--- src/rtl/mux_n_1_rr.sv ---
// ============================================================================
// Module   : mux_n_1_rr
// Purpose  : N:1 registered mux with valid/ready handshakes, fixed-select or
//            round-robin arbitration. Optional packet lock: MUX_LAST_LOCK_EN.
// Revision : 1.0
// ============================================================================
`default_nettype none

module mux_n_1_rr #(
    parameter  int N    = 4,
    parameter  int W    = 8,
    localparam int SELW = $clog2(N)
) (
    input  logic              clk,
    input  logic              rst_n,
    input  logic              mode,
    input  logic [SELW-1:0]   sel,
    input  logic [N*W-1:0]    in_data,
    input  logic [N-1:0]      in_valid,
    output logic [N-1:0]      in_ready,
    input  logic [N-1:0]      in_last,
    output logic [W-1:0]      out_data,
    output logic              out_valid,
    input  logic              out_ready,
    output logic [SELW-1:0]   out_chan
);

    localparam logic [SELW-1:0] c_last_idx = SELW'(N - 1);
    localparam logic [SELW:0]   c_n        = (SELW + 1)'(N);

    logic [W-1:0]    w_chan_data [N];
    logic            r_out_valid;
    logic [W-1:0]    r_out_data;
    logic [SELW-1:0] r_out_chan;
    logic [SELW-1:0] r_ptr;

    logic            w_load;
    logic            w_fix_valid;
    logic            w_rr_valid;
    logic [SELW:0]   w_rr_sum;
    logic [SELW:0]   w_rr_wrap;
    logic [SELW-1:0] w_rr_chan;
    logic [2*N-1:0]  w_dbl;
    logic            w_grant_valid;
    logic [SELW-1:0] w_grant;
    logic            w_xfer;
    logic [W-1:0]    w_sel_data;
    logic            w_sel_last;
    logic            w_adv;
    logic [SELW-1:0] w_next_ptr;

    generate
        for (genvar gi = 0; gi < N; gi++) begin : g_unpack
            assign w_chan_data[gi] = in_data[gi*W +: W];
        end
    endgenerate

    assign w_load = ~r_out_valid | out_ready;

    always_comb begin
        w_fix_valid = 1'b0;
        for (int i = 0; i < N; i++) begin
            if (sel == SELW'(i) && in_valid[i]) begin
                w_fix_valid = 1'b1;
            end
        end
    end

    // Rotate the request vector so bit 0 is the channel at ptr; lowest set bit wins.
    assign w_dbl = {in_valid, in_valid} >> r_ptr;

    always_comb begin
        w_rr_valid = 1'b0;
        w_rr_sum   = '0;
        for (int j = N - 1; j >= 0; j--) begin
            if (w_dbl[j]) begin
                w_rr_valid = 1'b1;
                w_rr_sum   = {1'b0, r_ptr} + (SELW + 1)'(j);
            end
        end
    end

    assign w_rr_wrap = w_rr_sum - c_n;
    assign w_rr_chan = (w_rr_sum >= c_n) ? w_rr_wrap[SELW-1:0] : w_rr_sum[SELW-1:0];

`ifdef MUX_LAST_LOCK_EN
    logic            r_lock;
    logic [SELW-1:0] r_lock_chan;
    logic            w_lock_valid;

    always_comb begin
        w_lock_valid = 1'b0;
        for (int i = 0; i < N; i++) begin
            if (r_lock_chan == SELW'(i) && in_valid[i]) begin
                w_lock_valid = 1'b1;
            end
        end
    end

    always_ff @(posedge clk or negedge rst_n) begin
        if (!rst_n) begin
            r_lock      <= 1'b0;
            r_lock_chan <= '0;
        end else if (w_xfer) begin
            r_lock      <= ~w_sel_last;
            r_lock_chan <= w_grant;
        end
    end
`endif

    always_comb begin
        w_grant_valid = mode ? w_rr_valid : w_fix_valid;
        w_grant       = mode ? w_rr_chan  : sel;
`ifdef MUX_LAST_LOCK_EN
        if (r_lock) begin
            w_grant_valid = w_lock_valid;
            w_grant       = r_lock_chan;
        end
`endif
    end

    assign w_xfer = w_load & w_grant_valid;

    always_comb begin
        in_ready   = '0;
        w_sel_data = '0;
        w_sel_last = 1'b0;
        for (int i = 0; i < N; i++) begin
            if (w_grant == SELW'(i)) begin
                in_ready[i] = w_xfer;
                w_sel_data  = w_chan_data[i];
                w_sel_last  = in_last[i];
            end
        end
    end

`ifdef MUX_LAST_LOCK_EN
    assign w_adv = mode & w_sel_last;
`else
    logic w_unused_last;
    assign w_unused_last = w_sel_last;
    assign w_adv         = mode;
`endif

    assign w_next_ptr = (w_grant == c_last_idx) ? '0 : w_grant + 1'b1;

    always_ff @(posedge clk or negedge rst_n) begin
        if (!rst_n) begin
            r_out_valid <= 1'b0;
            r_out_data  <= '0;
            r_out_chan  <= '0;
            r_ptr       <= '0;
        end else if (w_xfer) begin
            r_out_valid <= 1'b1;
            r_out_data  <= w_sel_data;
            r_out_chan  <= w_grant;
            if (w_adv) begin
                r_ptr <= w_next_ptr;
            end
        end else if (out_ready) begin
            r_out_valid <= 1'b0;
        end
    end

    assign out_valid = r_out_valid;
    assign out_data  = r_out_data;
    assign out_chan  = r_out_chan;

endmodule

`default_nettype wire

--- config.mk ---
export PLATFORM = sky130hd
export DESIGN_NAME = mux_n_1_rr
export DESIGN_NICKNAME = d
export VERILOG_FILES = /design/src/rtl/mux_n_1_rr.sv
export SDC_FILE = /design/constraint.sdc
export NUM_CORES = 1
export LEC_CHECK = 0
export BUFFER_PORTS_ARGS = -buffer_cell sky130_fd_sc_hd__buf_2
export CORE_ASPECT_RATIO = 0.9
export CORE_MARGIN = 10
export CORE_UTILIZATION = 46
export CTS_CLUSTER_SIZE = 14
export DETAILED_ROUTE_END_ITERATION = 8
export GPL_ROUTABILITY_DRIVEN = 0
export PLACE_DENSITY = 0.87
export SLEW_MARGIN = 20
export SYNTH_ARGS = -nofsm -noshare
export SYNTH_HDL_FRONTEND = slang
export SYNTH_SLANG_ARGS = --single-unit
--- constraint.sdc ---
create_clock -name clk -period 4.38 [get_ports clk]
set_clock_uncertainty 0.05 [all_clocks]
set_input_delay 0.657 -clock clk [delete_from_list [all_inputs] [get_ports clk]]
set_output_delay 0.657 -clock clk [all_outputs]
set_load 0.01 [all_outputs]
* Word level (Yosys, flattened, before mapping) *
Cells that the tools add are included.

storage, ports and cells
  register bits after elaboration = 13
  bits in latches = 0
  RAM bits = 0
  memory bits (read-only) = 0
  input bits = 46
  output and inout port bits = 15
  word-level logic and storage cells = 54
  memories = 0

operators by class
  add/sub/neg operators = 5
  multipliers = 0
  divide/modulo/power cells = 0
  $lt $le $gt $ge = 1
  eq/ne operators = 6
  shift operators = 1
  mux-type cells = 26
  bitwise operators = 3
  reductions and logical operators = 8

operator list
  operator                                                                number
  8-bit two-way mux                                                       4
  1-bit two-way mux                                                       15
  3-bit two-way mux                                                       4
  2-bit equality test (second input constant)                             4
  8-bit by 2-bit right shift with 4-bit output                            1
  2-bit by 2-bit adder with 3-bit output (second input constant)          2
  2-bit two-way mux                                                       3
  2-bit by 1-bit equality test with 1-bit output (second input constant)  2
  1-bit logical AND                                                       4
  2-bit zero test                                                         2
  2-bit by 1-bit adder with 3-bit output (second input constant)          1
  3-bit >= comparator (second input constant)                             1
  2-bit by 1-bit adder with 2-bit output (second input constant)          1
  2-bit AND reduction                                                     1
  2-bit nonzero test                                                      1
  2-bit by 1-bit subtractor with 2-bit output (second input constant)     1
  1-bit bitwise AND                                                       1
  1-bit inverter                                                          1
  1-bit bitwise OR                                                        1

* Depth between registers and ports, before layout *
  depth after elaboration = 13
  depth in mapped cells = 10
  gate-level depth less buffers = 9

* Worst setup path after synthesis *
No wires, ideal clock.

  path type = input to output
  from = input in_valid[1]
  to = output in_ready[3]
  arrival time = 2361 ps
  data required time = 3673 ps
  setup slack = 1312 ps
  stages = 7
  path buffers = 2
  path through = inv_1 > o32a_1 > a221oi_1 > ha_1 > buf_1 > clkbuf_1 > and2_1

between the ends
  word-level cells in the longest chain between the ends = 10
  elaborated cells between the ends (all ways) = 21
  those cells by class = add/sub (1); order compare (1); eq/ne (1); shift (1); mux (15); bitwise (1); reduce/logical (1)

ends and longest elaborated chain
  element                                                                                    line    RTL
  start, declared                                                                            19      input logic [N-1:0] in_valid,
  8-bit by 2-bit right shift with 4-bit output *                                             70      assign w_dbl = {in_valid, in_valid} >> r_ptr;
  3-bit two-way mux (3 in a row)                                                             76      if (w_dbl[j]) begin
  3-bit two-way mux *                                                                        76
  3-bit >= comparator / 2-bit by 1-bit subtractor with 2-bit output (equally long branches)  84, 83
  2-bit two-way mux *                                                                        84      assign w_rr_chan = (w_rr_sum >= c_n) ? w_rr_wrap[SELW-1:0] : w_rr_sum[SELW-1:0];
  2-bit two-way mux *                                                                        113     w_grant = mode ? w_rr_chan : sel;
  net w_grant[0]                                                                             45      logic [SELW-1:0] w_grant;
  2-bit equality test *                                                                      129     if (w_grant == SELW'(i)) begin
  1-bit two-way mux *                                                                        129
  end, declared                                                                              20      output logic [N-1:0] in_ready,

Mark *: on every way through the listed nets, which the timed path passes. The rest lies on a longest branch.

* Final worst setup path *
  from = input in_valid[1]
  to = output in_ready[2]

The elaborated chain is that of the path after synthesis.

==> load_flow_metrics.sql <==
INSERT INTO impl_metrics (metric_group, metric, value, unit) VALUES
('sta', 'worst_pin_slew', '619', 'ps'),
('pwr', 'power_frac_comb', '0.533', ''),
('routing', 'drt_pass1_iterations', '4', ''),
('pwr', 'total_leakage_power', '0.681', 'nW'),
('floorplan', 'chipHeight', '65.1', 'um'),
('clock_tree', 'post_cts.resized_instances', '0', ''),
('yosys', 'postSynthAreaPerCell', '9.88', 'um^2'),
('setup_path', 'critPathCapture', 'in_ready[2]', ''),
('sta', 'final-max-slew-violation-count', '0', ''),
('setup_path', 'timing.critical_path.slowest_cell_delay', '560', 'ps'),
('routing', 'antenna_violation_net_count_after_detailed_routing', '0', ''),
('clock_tree', 'clock_tree.buffer_depth', '2', ''),
('final_layout', 'synthToLayoutAreaGrowth', '29.8', '%'),
('routing', 'detailroute.via_count', '1031', ''),
('floorplan', 'die_w', '70.1', 'um'),
('sta', 'setup_ws', '1020', 'ps'),
('yosys', 'synth_enable_flop_cells', '0', ''),
('setup_path', 'critPathBufInv', '4', ''),
('clock_tree', 'cts_root_buf', 'clkbuf_4', ''),
('yosys', 'ys.flop_type', 'dfrtp_1', ''),
('clock_tree', 'cts.repair_timing.setup_buffer_count', '0', ''),
('yosys', 'synthDistinctLibCells', '31', ''),
('setup_path', 'critical_path_depth', '8', ''),
('floorplan', 'core_area', '2160', 'um^2'),
('sta', 'post-route-min-period', '3360', 'ps'),
('sta', 'slew_headroom', '0.587', ''),
('outcome', 'run_status', 'finished clean', ''),
('floorplan', 'top_level_ports', '61', ''),
('setup_path', 'worst-r2r-cell-count', '8', ''),
('sta', 'hold_slack', '203', 'ps'),
('pwr', 'power_frac_seq', '0.346', ''),
('yosys', 'yosys_warnings', '0', ''),
('clock_tree', 'cts.htree.levels', '1', ''),
('sta', 'unrepaired_setup_endpoints_after_global_routing', 'no', ''),
('place', 'place_hpwl', '2.44', 'mm'),
('final_layout', 'fin_cells', '188', ''),
('grt', 'grt_remaining_overflow', '0', ''),
('final_layout', 'layout-drive-gt1-share', '0.460', ''),
('clock_tree', 'cts_tree', 'built', ''),
('sta', 'final.period_utilization', '0.767', ''),
('yosys', 'synth_top_cell_by_area', 'dfrtp_1', ''),
('sta', 'hold_violations', '0', ''),
('yosys', 'ys_seq_area_frac', '0.314', ''),
('place', 'post-place-cells', '184', ''),
('setup_path', 'cp_cell_sequence', 'buf_2, inv_1, o32a_1, a221oi_1, inv_1, ha_1, and2_1, buf_2', ''),
('sta', 'setup_viol_count_final', '0', ''),
('pwr', 'power-per-cell-area', '447', 'nW/um^2'),
('sta', 'final.setup.tns', '0', 'ps'),
('sta', 'max_freq', '298', 'MHz'),
('routing', 'route.detailed.vias_per_inst', '5.48', ''),
('routing', 'routed_wirelength', '2.95', 'mm'),
('grt', 'grt_max_degree', '18', ''),
('yosys', 'synth_fp_nets', '155', ''),
('final_layout', 'insertedDiodeCount', '0', ''),
('grt', 'grt_util_all_layers', '0.125', ''),
('setup_path', 'cp_max_fo', '17', ''),
('place', 'place.port_buffers', '56', ''),
('routing', 'post_drt_wl_per_cell', '15.7', 'um'),
('pwr', 'peak_vdd_ir', '0.000222', 'V'),
('pwr', 'p_sw', '0.000229', 'W'),
('setup_path', 'worst_ep_required_time', '3670', 'ps'),
('grt', 'grt_pass1_wl', '4.75', 'mm'),
('floorplan', 'initial_utilization', '0.480', ''),
('clock_tree', 'cts_sinks', '13', ''),
('pwr', 'switching_share', '0.380', ''),
('clock_tree', 'numCtsBuffers', '3', ''),
('yosys', 'synth.cell_area', '1040', 'um^2'),
('setup_path', 'path_delay_family', 'compound AO/OA/AOI/OAI gates', ''),
('floorplan', 'die-area', '4560', 'um^2'),
('place', 'dpl_worst_slack', '1060', 'ps'),
('pwr', 'report.power.total', '0.000602', 'W');
-- area by class of cell --
class	instances	area, um^2
clock buffer	4	26.3
fill	182	816
inverter	5	18.8
multi-input combinational	81	647
sequential	13	325
tap	27	33.8
timing repair buffer	58	295
-- cells in the final DEF, fill, tap and decap left out, drive strengths merged --
master | Yosys | layout
buf | 3 | 58
dfrtp | 13 | 13
nand2 | 12 | 12
nor2b | 11 | 11
mux2 | 11 | 11
a221oi | 8 | 8
o31ai | 8 | 8
inv | 5 | 5
and2 | 4 | 4
ha | 4 | 4
clkbuf | 3 | 4
nand2b | 3 | 3
o21ai | 3 | 3
a21oi | 3 | 3
a21boi | 1 | 1
nand4bb | 1 | 1
o32a | 1 | 1
nor3b | 1 | 1
nor3 | 1 | 1
nor2 | 1 | 1
a311oi | 1 | 1
or2b | 1 | 1
mux4 | 1 | 1
or4 | 1 | 1
mux2i | 1 | 1
nand3 | 1 | 1
or4b | 1 | 1
a22o | 1 | 1
-- kinds of logic (layout without fill, tap and decap cells) --
| group | count (synthesis) | in the layout | share of synthesized area |
|---|---|---|---|
| simple gates | 38 | 38 | 0.211 |
| compound gates | 26 | 26 | 0.188 |
| mux | 13 | 13 | 0.176 |
| flops | 13 | 13 | 0.314 |
| buf+inv | 11 | 67 | 0.0627 |
| fa+ha+maj | 4 | 4 | 0.0483 |
-- power by group through the flow --
| stage | registers, W | clock network (W) | logic, W |
|---|---|---|---|
| floorplan | 0.000228 | 0 | 0.000193 |
| global placement | 0.000206 | 0 | 0.000311 |
| detailed placement | 0.000211 | 0 | 0.000323 |
| CTS | 0.000209 | 0.0000737 | 0.000325 |
| global route | 0.000217 | 0.0000782 | 0.000354 |
| finish | 0.000208 | 0.0000728 | 0.000320 |
-- layer usage --
layer / track usage / up-vias / share of wire
met5: 0 / - / 0
met3: 0.0472 / 6 / 0.11
met4: 0.0739 / 0 / 0.026
li1: - / 501 / -
met1: 0.139 / 473 / 0.43
met2: 0.200 / 51 / 0.43
-- state kept, by name, indices dropped and copies added (netlist names) --
signal and count:
out_valid 1, out_chan 2, r_ptr 2, out_data 8
-- worst min path at each step --
| stage | cells past startpoint | slack (ps) | end |
|---|---|---|---|
| detailed placement | 1 | 440 | out_data[7] |
| global route | 1 | 210 | out_data[4] |
| CTS | 1 | 210 | out_data[4] |
| global placement | 1 | 440 | out_data[1] |
| finish | 1 | 200 | out_data[4] |
| floorplan | 0 | 310 | out_chan[0] |
-- through the flow --
stage               cell area, um^2   util
floorplan                      1040      -
global placement               1320  0.611
detailed placement             1320  0.611
CTS                            1350  0.623
global route                   1350  0.623
finish                         1350  0.623
-- cell usage after synthesis, drive strengths merged, types with 3 or more instances --
library cell / n
o31ai: 8
nand2b: 3
buf: 3
clkbuf: 3
a221oi: 8
o21ai: 3
nand2: 12
inv: 5
a21oi: 3
dfrtp: 13
ha: 4
nor2b: 11
mux2: 11
and2: 4
(Power assumes the default switching activity.)
